===== config.mk =====
export PLATFORM = sky130hd
export DESIGN_NAME = sweep_acq_engine
export DESIGN_NICKNAME = d
export VERILOG_FILES = /design/src/rtl/sweep_acq_pkg.sv /design/src/rtl/sweep_acq_fifo.sv /design/src/rtl/sweep_acq_engine.sv
export SDC_FILE = /design/constraint.sdc
export NUM_CORES = 2
export LEC_CHECK = 0
export CORE_AREA = 2 2 566 568
export DETAILED_ROUTE_END_ITERATION = 8
export DIE_AREA = 0 0 568 570
export PLACE_DENSITY = 0.42
export SLEW_MARGIN = 20
export SYNTH_ARGS = -nofsm -noshare
export SYNTH_HDL_FRONTEND = slang
export SYNTH_SLANG_ARGS = --single-unit

===== constraint.sdc =====
create_clock -name Clk -period 4.7 [get_ports Clk]
set_input_delay 1.175 -clock Clk [delete_from_list [all_inputs] [get_ports Clk]]
set_output_delay 1.175 -clock Clk [all_outputs]
set_load 0.05 [all_outputs]

===== src/rtl/sweep_acq_pkg.sv =====
// Shared types and constants for the sweep acquisition engine.
// The optional per-point timeout is enabled with the SWEEP_TIMEOUT_EN macro.
package sweep_acq_pkg;

  localparam int DEF_DAC_W      = 10;
  localparam int DEF_DATA_W     = 16;
  localparam int DEF_CNT_W      = 16;
  localparam int DEF_FIFO_DEPTH = 128;
  localparam int DEF_TIMEOUT_W  = 24;

  localparam int FIFO_AW = $clog2(DEF_FIFO_DEPTH);

  // Tag bits placed above the DAC code in every per-point header word.
  localparam logic [DEF_DATA_W-DEF_DAC_W-1:0] HEADER_PREFIX = '1;

  typedef enum logic [2:0] {
    S_IDLE,
    S_LOAD_SC,
    S_WAIT_CFG,
    S_ACQ,
    S_HEADER,
    S_DRAIN,
    S_NEXT,
    S_DONE
  } state_e;

endpackage


===== src/rtl/sweep_acq_fifo.sv =====
// Per-point synchronous buffer: registered read data, full/empty flags and a
// synchronous flush that empties it in one cycle.
module sweep_acq_fifo
  import sweep_acq_pkg::*;
#(
  parameter int DATA_W = DEF_DATA_W,
  parameter int DEPTH  = DEF_FIFO_DEPTH,
  parameter int AW     = FIFO_AW
) (
  input  logic              clk,
  input  logic              rst_n,
  input  logic              flush_i,
  input  logic              wr_en_i,
  input  logic [DATA_W-1:0] wr_data_i,
  input  logic              rd_en_i,
  output logic [DATA_W-1:0] rd_data_o,
  output logic              full_o,
  output logic              empty_o
);

  logic [DATA_W-1:0] mem_q [DEPTH];
  logic [AW:0]       wr_ptr_q;
  logic [AW:0]       rd_ptr_q;
  logic [DATA_W-1:0] rd_data_q;
  logic              do_wr;
  logic              do_rd;

  // The extra pointer bit separates full from empty when the indices match.
  assign empty_o = (wr_ptr_q == rd_ptr_q);
  assign full_o  = (wr_ptr_q[AW] != rd_ptr_q[AW]) &&
                   (wr_ptr_q[AW-1:0] == rd_ptr_q[AW-1:0]);

  assign do_wr = wr_en_i && !full_o && !flush_i;
  assign do_rd = rd_en_i && !empty_o && !flush_i;

  // NOTE: the storage array is deliberately not reset; the pointers alone
  // define which entries are valid, so the array can map onto plain RAM.
  always_ff @(posedge clk) begin
    if (do_wr) begin
      mem_q[wr_ptr_q[AW-1:0]] <= wr_data_i;
    end
  end

  always_ff @(posedge clk or negedge rst_n) begin
    if (!rst_n) begin
      wr_ptr_q  <= '0;
      rd_ptr_q  <= '0;
      rd_data_q <= '0;
    end else if (flush_i) begin
      wr_ptr_q <= '0;
      rd_ptr_q <= '0;
    end else begin
      if (do_wr) begin
        wr_ptr_q <= wr_ptr_q + 1'b1;
      end
      if (do_rd) begin
        rd_data_q <= mem_q[rd_ptr_q[AW-1:0]];
        rd_ptr_q  <= rd_ptr_q + 1'b1;
      end
    end
  end

  assign rd_data_o = rd_data_q;

endmodule


===== src/rtl/sweep_acq_engine.sv =====
// Threshold DAC sweep: per point reload slow control, acquire, buffer, then
// emit a tagged header plus the buffered words. Timeout via SWEEP_TIMEOUT_EN.
module sweep_acq_engine
  import sweep_acq_pkg::*;
#(
  parameter int DAC_W      = DEF_DAC_W,
  parameter int DATA_W     = DEF_DATA_W,
  parameter int CNT_W      = DEF_CNT_W,
  parameter int FIFO_DEPTH = DEF_FIFO_DEPTH,
  parameter int TIMEOUT_W  = DEF_TIMEOUT_W
) (
  input  logic                 Clk,
  input  logic                 reset_n,
  input  logic                 SweepStart,
  input  logic                 SweepAbort,
  input  logic [DAC_W-1:0]     StartDAC,
  input  logic [DAC_W-1:0]     EndDAC,
  input  logic [DAC_W-1:0]     DACStep,
  input  logic [CNT_W-1:0]     MaxPackageNumber,
  input  logic [TIMEOUT_W-1:0] TimeoutCycles,
  input  logic [DATA_W-1:0]    ParallelData,
  input  logic                 ParallelData_en,
  output logic [DAC_W-1:0]     OutDAC,
  output logic                 LoadSCParameter,
  input  logic                 MicrorocConfigDone,
  output logic                 SingleACQStart,
  output logic [DATA_W-1:0]    SweepACQData,
  output logic                 SweepACQData_en,
  output logic                 ACQDone,
  output logic                 Busy,
  output logic                 Overflow,
  output logic                 TimeoutFlag
);

  localparam int FIFO_ADDR_W = $clog2(FIFO_DEPTH);
  localparam logic [DATA_W-DAC_W-1:0] HDR_ONES = {(DATA_W-DAC_W){HEADER_PREFIX[0]}};
  localparam logic [DAC_W-1:0] STEP_ONE = {{(DAC_W-1){1'b0}}, 1'b1};

  state_e            state_q, state_d;
  logic              start_s1_q, start_s2_q;
  logic [DAC_W-1:0]  out_dac_q, out_dac_d;
  logic [DAC_W-1:0]  end_q, end_d;
  logic [DAC_W-1:0]  step_q, step_d;
  logic              down_q, down_d;
  logic [CNT_W-1:0]  cnt_q, cnt_d;
  logic              hdr_q, hdr_d;
  logic              rd_pend_q, rd_pend_d;
  logic              ovf_q, ovf_d;

  logic              start_edge;
  logic              start_accept;
  logic              abort_now;
  logic              max_hit;
  logic              tmo_hit;
  logic [DAC_W:0]    nxt_up;
  logic [DAC_W:0]    nxt_dn;

  logic              fifo_wr, fifo_rd, fifo_flush;
  logic              fifo_full, fifo_empty;
  logic [DATA_W-1:0] fifo_rdata;

  assign start_edge   = start_s1_q && !start_s2_q;
  assign start_accept = (state_q == S_IDLE) && start_edge;
  assign abort_now    = SweepAbort && (state_q != S_IDLE);
  assign max_hit      = ParallelData_en && ((cnt_q + 1'b1) == MaxPackageNumber);

  // One extra bit exposes overflow past 2^DAC_W and borrow below zero.
  assign nxt_up = {1'b0, out_dac_q} + {1'b0, step_q};
  assign nxt_dn = {1'b0, out_dac_q} - {1'b0, step_q};

`ifdef SWEEP_TIMEOUT_EN
  logic [TIMEOUT_W-1:0] tmo_cnt_q;
  logic                 tmo_flag_q;

  assign tmo_hit = (TimeoutCycles != '0) && (tmo_cnt_q == TimeoutCycles - 1'b1);

  always_ff @(posedge Clk or negedge reset_n) begin
    if (!reset_n) begin
      tmo_cnt_q  <= '0;
      tmo_flag_q <= 1'b0;
    end else begin
      tmo_cnt_q <= (state_q == S_ACQ) ? tmo_cnt_q + 1'b1 : '0;
      if (start_accept) begin
        tmo_flag_q <= 1'b0;
      end else if ((state_q == S_ACQ) && tmo_hit && !max_hit && !abort_now) begin
        tmo_flag_q <= 1'b1;
      end
    end
  end

  assign TimeoutFlag = tmo_flag_q;
`else
  logic unused_timeout;
  assign unused_timeout = ^TimeoutCycles;
  assign tmo_hit        = 1'b0;
  assign TimeoutFlag    = 1'b0;
`endif

  // NOTE: every variable gets a default before the case so no path leaves
  // one unassigned, which would otherwise infer a latch.
  always_comb begin
    state_d    = state_q;
    out_dac_d  = out_dac_q;
    end_d      = end_q;
    step_d     = step_q;
    down_d     = down_q;
    cnt_d      = cnt_q;
    ovf_d      = ovf_q;
    hdr_d      = 1'b0;
    rd_pend_d  = 1'b0;
    fifo_wr    = 1'b0;
    fifo_rd    = 1'b0;
    fifo_flush = 1'b0;

    case (state_q)
      S_IDLE: begin
        if (start_edge) begin
          out_dac_d  = StartDAC;
          end_d      = EndDAC;
          step_d     = (DACStep == '0) ? STEP_ONE : DACStep;
          down_d     = (EndDAC < StartDAC);
          ovf_d      = 1'b0;
          fifo_flush = 1'b1;
          state_d    = S_LOAD_SC;
        end
      end
      S_LOAD_SC: state_d = S_WAIT_CFG;
      S_WAIT_CFG: begin
        cnt_d = '0;
        if (MicrorocConfigDone) begin
          state_d = (MaxPackageNumber == '0) ? S_HEADER : S_ACQ;
        end
      end
      S_ACQ: begin
        if (ParallelData_en) begin
          cnt_d = cnt_q + 1'b1;
          if (fifo_full) begin
            ovf_d = 1'b1;
          end else begin
            fifo_wr = 1'b1;
          end
        end
        if (max_hit || tmo_hit) begin
          state_d = S_HEADER;
        end
      end
      S_HEADER: begin
        hdr_d   = 1'b1;
        state_d = S_DRAIN;
      end
      S_DRAIN: begin
        if (!fifo_empty) begin
          fifo_rd   = 1'b1;
          rd_pend_d = 1'b1;
        end else begin
          state_d = S_NEXT;
        end
      end
      S_NEXT: begin
        if (!down_q) begin
          if (nxt_up[DAC_W] || (nxt_up[DAC_W-1:0] > end_q)) begin
            state_d = S_DONE;
          end else begin
            out_dac_d = nxt_up[DAC_W-1:0];
            state_d   = S_LOAD_SC;
          end
        end else begin
          if (nxt_dn[DAC_W] || (nxt_dn[DAC_W-1:0] < end_q)) begin
            state_d = S_DONE;
          end else begin
            out_dac_d = nxt_dn[DAC_W-1:0];
            state_d   = S_LOAD_SC;
          end
        end
      end
      S_DONE:  state_d = S_IDLE;
      default: state_d = S_IDLE;
    endcase

    // Abort overrides every transition and cancels anything still in flight.
    if (abort_now) begin
      state_d    = S_IDLE;
      fifo_flush = 1'b1;
      fifo_wr    = 1'b0;
      fifo_rd    = 1'b0;
      hdr_d      = 1'b0;
      rd_pend_d  = 1'b0;
    end
  end

  // NOTE: state registers use non-blocking assignments so every flop samples
  // the pre-edge values, independent of statement order.
  always_ff @(posedge Clk or negedge reset_n) begin
    if (!reset_n) begin
      state_q    <= S_IDLE;
      start_s1_q <= 1'b0;
      start_s2_q <= 1'b0;
      out_dac_q  <= '0;
      end_q      <= '0;
      step_q     <= '0;
      down_q     <= 1'b0;
      cnt_q      <= '0;
      hdr_q      <= 1'b0;
      rd_pend_q  <= 1'b0;
      ovf_q      <= 1'b0;
    end else begin
      state_q    <= state_d;
      start_s1_q <= SweepStart;
      start_s2_q <= start_s1_q;
      out_dac_q  <= out_dac_d;
      end_q      <= end_d;
      step_q     <= step_d;
      down_q     <= down_d;
      cnt_q      <= cnt_d;
      hdr_q      <= hdr_d;
      rd_pend_q  <= rd_pend_d;
      ovf_q      <= ovf_d;
    end
  end

  sweep_acq_fifo #(
    .DATA_W (DATA_W),
    .DEPTH  (FIFO_DEPTH),
    .AW     (FIFO_ADDR_W)
  ) u_fifo (
    .clk       (Clk),
    .rst_n     (reset_n),
    .flush_i   (fifo_flush),
    .wr_en_i   (fifo_wr),
    .wr_data_i (ParallelData),
    .rd_en_i   (fifo_rd),
    .rd_data_o (fifo_rdata),
    .full_o    (fifo_full),
    .empty_o   (fifo_empty)
  );

  // Header and FIFO read data are never valid in the same cycle.
  always_comb begin
    SweepACQData = '0;
    if (hdr_q) begin
      SweepACQData = {HDR_ONES, out_dac_q};
    end else if (rd_pend_q) begin
      SweepACQData = fifo_rdata;
    end
  end

  assign SweepACQData_en = hdr_q || rd_pend_q;
  assign OutDAC          = out_dac_q;
  assign LoadSCParameter = (state_q == S_LOAD_SC);
  assign SingleACQStart  = (state_q == S_ACQ);
  assign ACQDone         = (state_q == S_DONE);
  assign Busy            = (state_q != S_IDLE);
  assign Overflow        = ovf_q;

endmodule


Word level (Yosys, flattened, before mapping)
Memory sizes are Yosys's and may differ from the RTL's. A register that Yosys moved wholly into a read port is not among the register bits.
Cells that the tools add are included.
{"block": "word_totals", "word_cells": 116, "regBits": 71, "n_memories": 1, "mem_bits_rw": 2048, "output_inout_bits": 33}
{"block": "op_classes", "add_sub_neg": 5, "n_lt_le_gt_ge": 3, "reduce_logical": 31, "n_eq_ne": 20, "bitwise_logic": 1, "n_mux": 42}
{"name": "u_fifo.mem_q", "words": 128, "word_bits": 16, "read_ports": 1, "rd_clocked_by_memory_dff": 1, "wr": 1, "line": "sweep_acq_fifo.sv:21", "source": "logic [DATA_W-1:0] mem_q [DEPTH];"}
{"op": "$mux 10", "n": 5}
{"op": "$mux 16", "n": 3}
{"op": "$mux 8", "n": 4}
{"op": "$pmux 16 s2", "n": 1}
{"op": "$mux 3", "n": 9}
{"op": "$pmux 3 s8", "n": 1}
{"op": "$lt 10x10->1", "n": 2}
{"op": "$pmux 10 s2", "n": 1}
{"op": "$mux 1", "n": 17}
{"op": "$add 16x1->16 const B", "n": 1}
{"op": "$add 8x1->8 const B", "n": 2}
{"op": "$eq 16x16->1", "n": 1}
{"op": "$logic_not 16->1", "n": 1}
{"op": "$ne 3x3->1 const B", "n": 5}
{"op": "$eq 3x3->1 const B", "n": 4}
{"op": "$reduce_and 4->1", "n": 3}
{"op": "$add 10x10->11", "n": 1}
{"op": "$sub 10x10->11", "n": 1}
{"op": "$gt 10x10->1", "n": 1}
{"op": "$logic_not 10->1", "n": 1}
{"op": "$reduce_bool 2->1", "n": 5}
{"op": "$eq 8x8->1", "n": 1}
{"op": "$logic_and 1x1->1", "n": 8}
{"op": "$eq 7x7->1", "n": 1}
{"op": "other kinds (13)", "n": 23}

Logic depth before layout (Yosys ltp)
{"block": "depth", "depth_word": 10, "mapped_depth": 19}

Hierarchy
From an unflattened synthesis, not the netlist that was laid out.
{"block": "hier_totals", "cells_unflattened": 4496, "area_unflattened_um2": 85574.6}
{"module": "sweep_acq_fifo", "n_inst": 1, "cells_per_inst": 3915, "area_each_um2": 80733.7}
{"module": "sweep_acq_engine", "n_inst": 1, "cells_per_inst": 581, "area_each_um2": 4840.9}

Least setup slack after synthesis
OpenSTA, ideal clock, no wires.
{"block": "synth_path", "path_type": "register to register", "startpoint": "register out_dac_q[0] (netlist: OutDAC[0])", "endpoint": "register out_dac_q[1] (netlist: OutDAC[1])", "arrival_time_ns": 3.775, "setup_time_ns": 0.125, "n_path_buf": 0, "path_stages_with_launch": 18, "synth_period_minus_slack_ns": 3.900, "slack_ns": 0.800, "cell_sequence": "dfrtp_1 > inv_1 > ha_1 > inv_1 > fa_1 > a21o_1 > a211oi_1 > o21ai_0 > nand2_1 > xnor2_1 > ha_1 > o22a_1 > nand3_1 > a21o_1 > a221oi_1 > a211oi_1 > a21oi_2 > mux2_2"}
{"block": "synth_via", "elab_chain_len": 5, "elab_cells_between_ends": 13}
{"item": "start, declared", "line": "sweep_acq_engine.sv:41", "source": "logic [DAC_W-1:0] out_dac_q, out_dac_d;"}
{"item": "start signal, assigned", "line": "sweep_acq_engine.sv:210", "source": "out_dac_q <= out_dac_d;"}
{"item": "$sub 10x10->11 / $add 10x10->11 (equally long branches)", "line": "sweep_acq_engine.sv:69, sweep_acq_engine.sv:68"}
{"item": "$lt 10x10->1 / $gt 10x10->1 (equally long branches)", "line": "sweep_acq_engine.sv:168, sweep_acq_engine.sv:161"}
{"item": "$logic_or 1x1->1, on equally long branches", "line": "sweep_acq_engine.sv:168, sweep_acq_engine.sv:161"}
{"item": "$ne 3x3->1 (no source line)"}
{"item": "$reduce_and 4->1 (no source line)"}
Several ways; a longest one is shown, not always the timed one. The select of a mux whose other input is x is not followed.
A chain may end at the register's enable or synchronous reset.

Worst setup path after layout
{"block": "layout_path", "startpoint": "register hdr_q", "endpoint": "output port SweepACQData[3]"}
{"block": "layout_via", "elab_chain_len": 1}
{"item": "start, declared", "line": "sweep_acq_engine.sv:46", "source": "logic hdr_q, hdr_d;"}
{"item": "start signal, assigned", "line": "sweep_acq_engine.sv:215", "source": "hdr_q <= hdr_d;"}
{"item": "$mux 16", "line": "sweep_acq_engine.sv:240", "source": "if (hdr_q) begin"}
{"item": "end, declared", "line": "sweep_acq_engine.sv:27", "source": "output logic [DATA_W-1:0] SweepACQData,"}
Every way passes these cells.

==> flow_summary.yaml <==
run_status:
  outcome: "finished clean"
clock_network:
  htree_num_levels: 4
  cts.path.max_buffers: 4
  insertion_delay_ps: 910
  cts_hold_buffers: 0
  post_cts_buffers: 0
  clockRootBuffer: "sky130_fd_sc_hd__clkbuf_16"
  cts_clock_pin_slew_for_the_worst_setup_and_hold_paths_ps: 70
  post_cts_sizing: 0
  cts_buffers: 234
  tritoncts: "done"
  tritoncts_num_sinks: 2135
pwr:
  power.density_cell_area_mw_per_mm2: 403
  vdd.ir_drop.worst_uv: 279
  total_leakage_power_nw: 30.5
layout:
  final_util: 0.317
  layout-area-overhead-vs-synth_pct: 17.8
  multi_input_comb_area_sq_mm: 0.0204
  post_route_cells_drive_above_1_share: 0.216
  number_of_nets_in_the_final_layout: 5022
  ff_latch_area_sq_mm: 0.0637
  final.fill_count: 30416
  stdcell_count: 9251
critical_path:
  timing.critical_path.arrival_ps: 3180
  maximum_net_fanout_on_the_critical_path: 10
  crit_path_start_kind: "flip-flop"
  crit_type: "reg -> out"
  endpoint_kind: "output port"
  reg2reg_slack_ps: 530
  critical_path_required_ps: 3520
yosys:
  yosys_most_used_dff: "sky130_fd_sc_hd__edfxtp_1"
  synth-async-reset-ratio: 0.0407
  yosys.area.top_type: "sky130_fd_sc_hd__edfxtp_1"
  synth_common_cells: "sky130_fd_sc_hd__edfxtp_1 (2,048), sky130_fd_sc_hd__mux2i_1 (438), sky130_fd_sc_hd__mux4_2 (321)"
  netlist.area_leader.share: 0.720
  post_synth_num_cell_types: 76
  postSynthNetCount: 4663
  cell_types_with_the_largest_area_share_after_synthesis: "sky130_fd_sc_hd__edfxtp_1 (72%), sky130_fd_sc_hd__mux4_2 (8.5%), sky130_fd_sc_hd__mux2i_1 (5.1%)"
  synth.yosys.warnings: 0
  ys_seq_area_frac: 0.746
  postSynthAreaPerCell_sq_um: 18.9
  synth_cells: 4518
  synthMostInstantiatedCell: "sky130_fd_sc_hd__edfxtp_1"
  number_of_synthesized_flops_with_an_enable_pin: 2048
  mappedNetlistArea_sq_mm: 0.0854
  synth.ff_latch_count: 2135
placement:
  place.detailed.instances: 8820
  io_buffers: 99
  routabilityCongestion: 0.797
  dp.final_hpwl_um: 150000
floorplan:
  num_io_pins: 125
  initial_core_util: 0.269
  die_ar_sq_mm: 0.324
  core.rowCount: 207
  core-area_sq_mm: 0.317
  die_x_um: 568
  dieHeight_um: 570
sta:
  setup_violations: 0
  slew_headroom: 0.230
  setup_skew_after_layout_ps: 57.1
  summed_negative_setup_slack_over_all_endpoints_ps: 0
  timing_hold_violations_final: 0
  achievable-frequency_mhz: 229
  final.hold.worst_slack_ps: 327
  slew_violations: 0
  period_minus_slack_ps: 4360
  rsz_0062_raised_after_global_routing: "false"
  fin_crit_sh: 0.927
  max_slew.worst_pin.slew_ps: 1150
detailed_routing:
  totalWireLength_um: 247000
  detailedRoute.firstPassIterationCount: 5
  detail_route.vias_per_cell: 4.79
  detail_route.wl_per_cell_um: 26.7
  num_vias: 44270
  route.antenna.remaining_nets: 0
  remaining_routing_drc_violations: 0
  drt_iter0_markers: 3584
hold_path:
  min_path_type: "in -> async"
global_route:
  number_of_antenna_violations_at_the_first_check_in_global_routing: 13
  groute.usage.overall: 0.149
  grt_pass1_vias: 45242
  grt_max_degree: 101
  globalRouteOverflowTotal: 0
  grt_pass1_wl_um: 349000
job:
  maxCapViolCount: 0
## power by group
group          switching, W  internal (W)
Sequential        0.0000880        0.0209
Clock               0.00755        0.0102
Combinational       0.00109      0.000623
Total               0.00873        0.0318
## sequential cells by signal, summed over array words and instances, names as in the netlist
signal            count
rd_pend_q             1
u_fifo.rd_data_o     16
down_q                1
u_fifo.mem_q       2048
u_fifo.wr_ptr_q       8
start_s2_q            1
u_fifo.rd_ptr_q       8
Overflow              1
start_s1_q            1
state_q               3
end_q                10
step_q               10
hdr_q                 1
cnt_q                16
OutDAC               10
## cell type report
class	count	area share
inverters	41	0.00160
well taps	4180	0.0520
diodes	14	0.000348
repair buffers	393	0.0377
clock buffers	282	0.0603
flip-flops and latches	2135	0.633
multi-input cells	2072	0.203
clock inverters	134	0.0122
## through the flow
step | worst slack (ps) | power [W] | cell area, sq um
floorplan | 800 | 0.0223 | 85400
global placement | 576 | 0.0231 | 93200
detailed placement | 556 | 0.0231 | 93200
CTS | 227 | 0.0410 | 101000
global route | 132 | 0.0419 | 101000
finish | 342 | 0.0405 | 101000
## layer usage
layer / track usage / routed length, um
met5: 0 / 13
met4: 0.0393 / 6270
met3: 0.0232 / 11300
met2: 0.246 / 117000
met1: 0.205 / 113000
## critical path, stage by stage, from the launching register on
cell and delay [ps]:
sky130_fd_sc_hd__dfrtp_1 560, sky130_fd_sc_hd__nor2b_1 630, sky130_fd_sc_hd__a22o_1 290, sky130_fd_sc_hd__clkdlybuf4s50_1 830
## worst paths after layout
path                                 start         endpoint  cells after the start
worst max-delay path                 hdr_q  SweepACQData[3]                      3
worst min-delay path               reset_n         end_q[1]                      1
worst max register to register   OutDAC[0]        OutDAC[8]                     18
worst min register to register  start_s1_q       start_s2_q                      0
max in group asynchronous          reset_n        step_q[8]                      2
min in group Clk                start_s1_q       start_s2_q                      0
## placed cells by master, fill, tap and decap left out, drive strengths merged, types with 4 or more instances in the layout
master / n
edfxtp: 2048
mux2i: 438
mux4: 321
buf: 311
clkbuf: 282
o221ai: 216
nor2: 211
a21oi: 144
o22ai: 111
clkinv: 102
o21ai: 91
dfrtp: 87
clkdlybuf4s50: 82
nand2: 79
nor3: 70
ha: 51
inv: 48
xnor2: 38
nand3: 37
mux2: 29
bufinv: 20
nor2b: 17
a21o: 17
o31ai: 16
nand4: 16
a211oi: 15
diode: 14
xor2: 14
nand2b: 13
nor4: 13
a22o: 11
and3: 10
o22a: 10
a22oi: 9
or3: 8
and2: 8
a31oi: 6
clkinvlp: 5
o21bai: 4
nand4b: 4
## cell families after synthesis
group | Yosys count | share of synthesized area
AND/OR/NAND/NOR | 501 | 0.0275
adder cells (fa/ha/maj) | 53 | 0.00794
multiplexers | 788 | 0.140
buffers and inverters | 311 | 0.0188
AO/OA/AOI/OAI | 677 | 0.0549
other | 1 | 0.0000439
flip-flops | 2135 | 0.746
XOR/XNOR | 52 | 0.00533
Note: power is estimated with default switching activity, not from simulation.
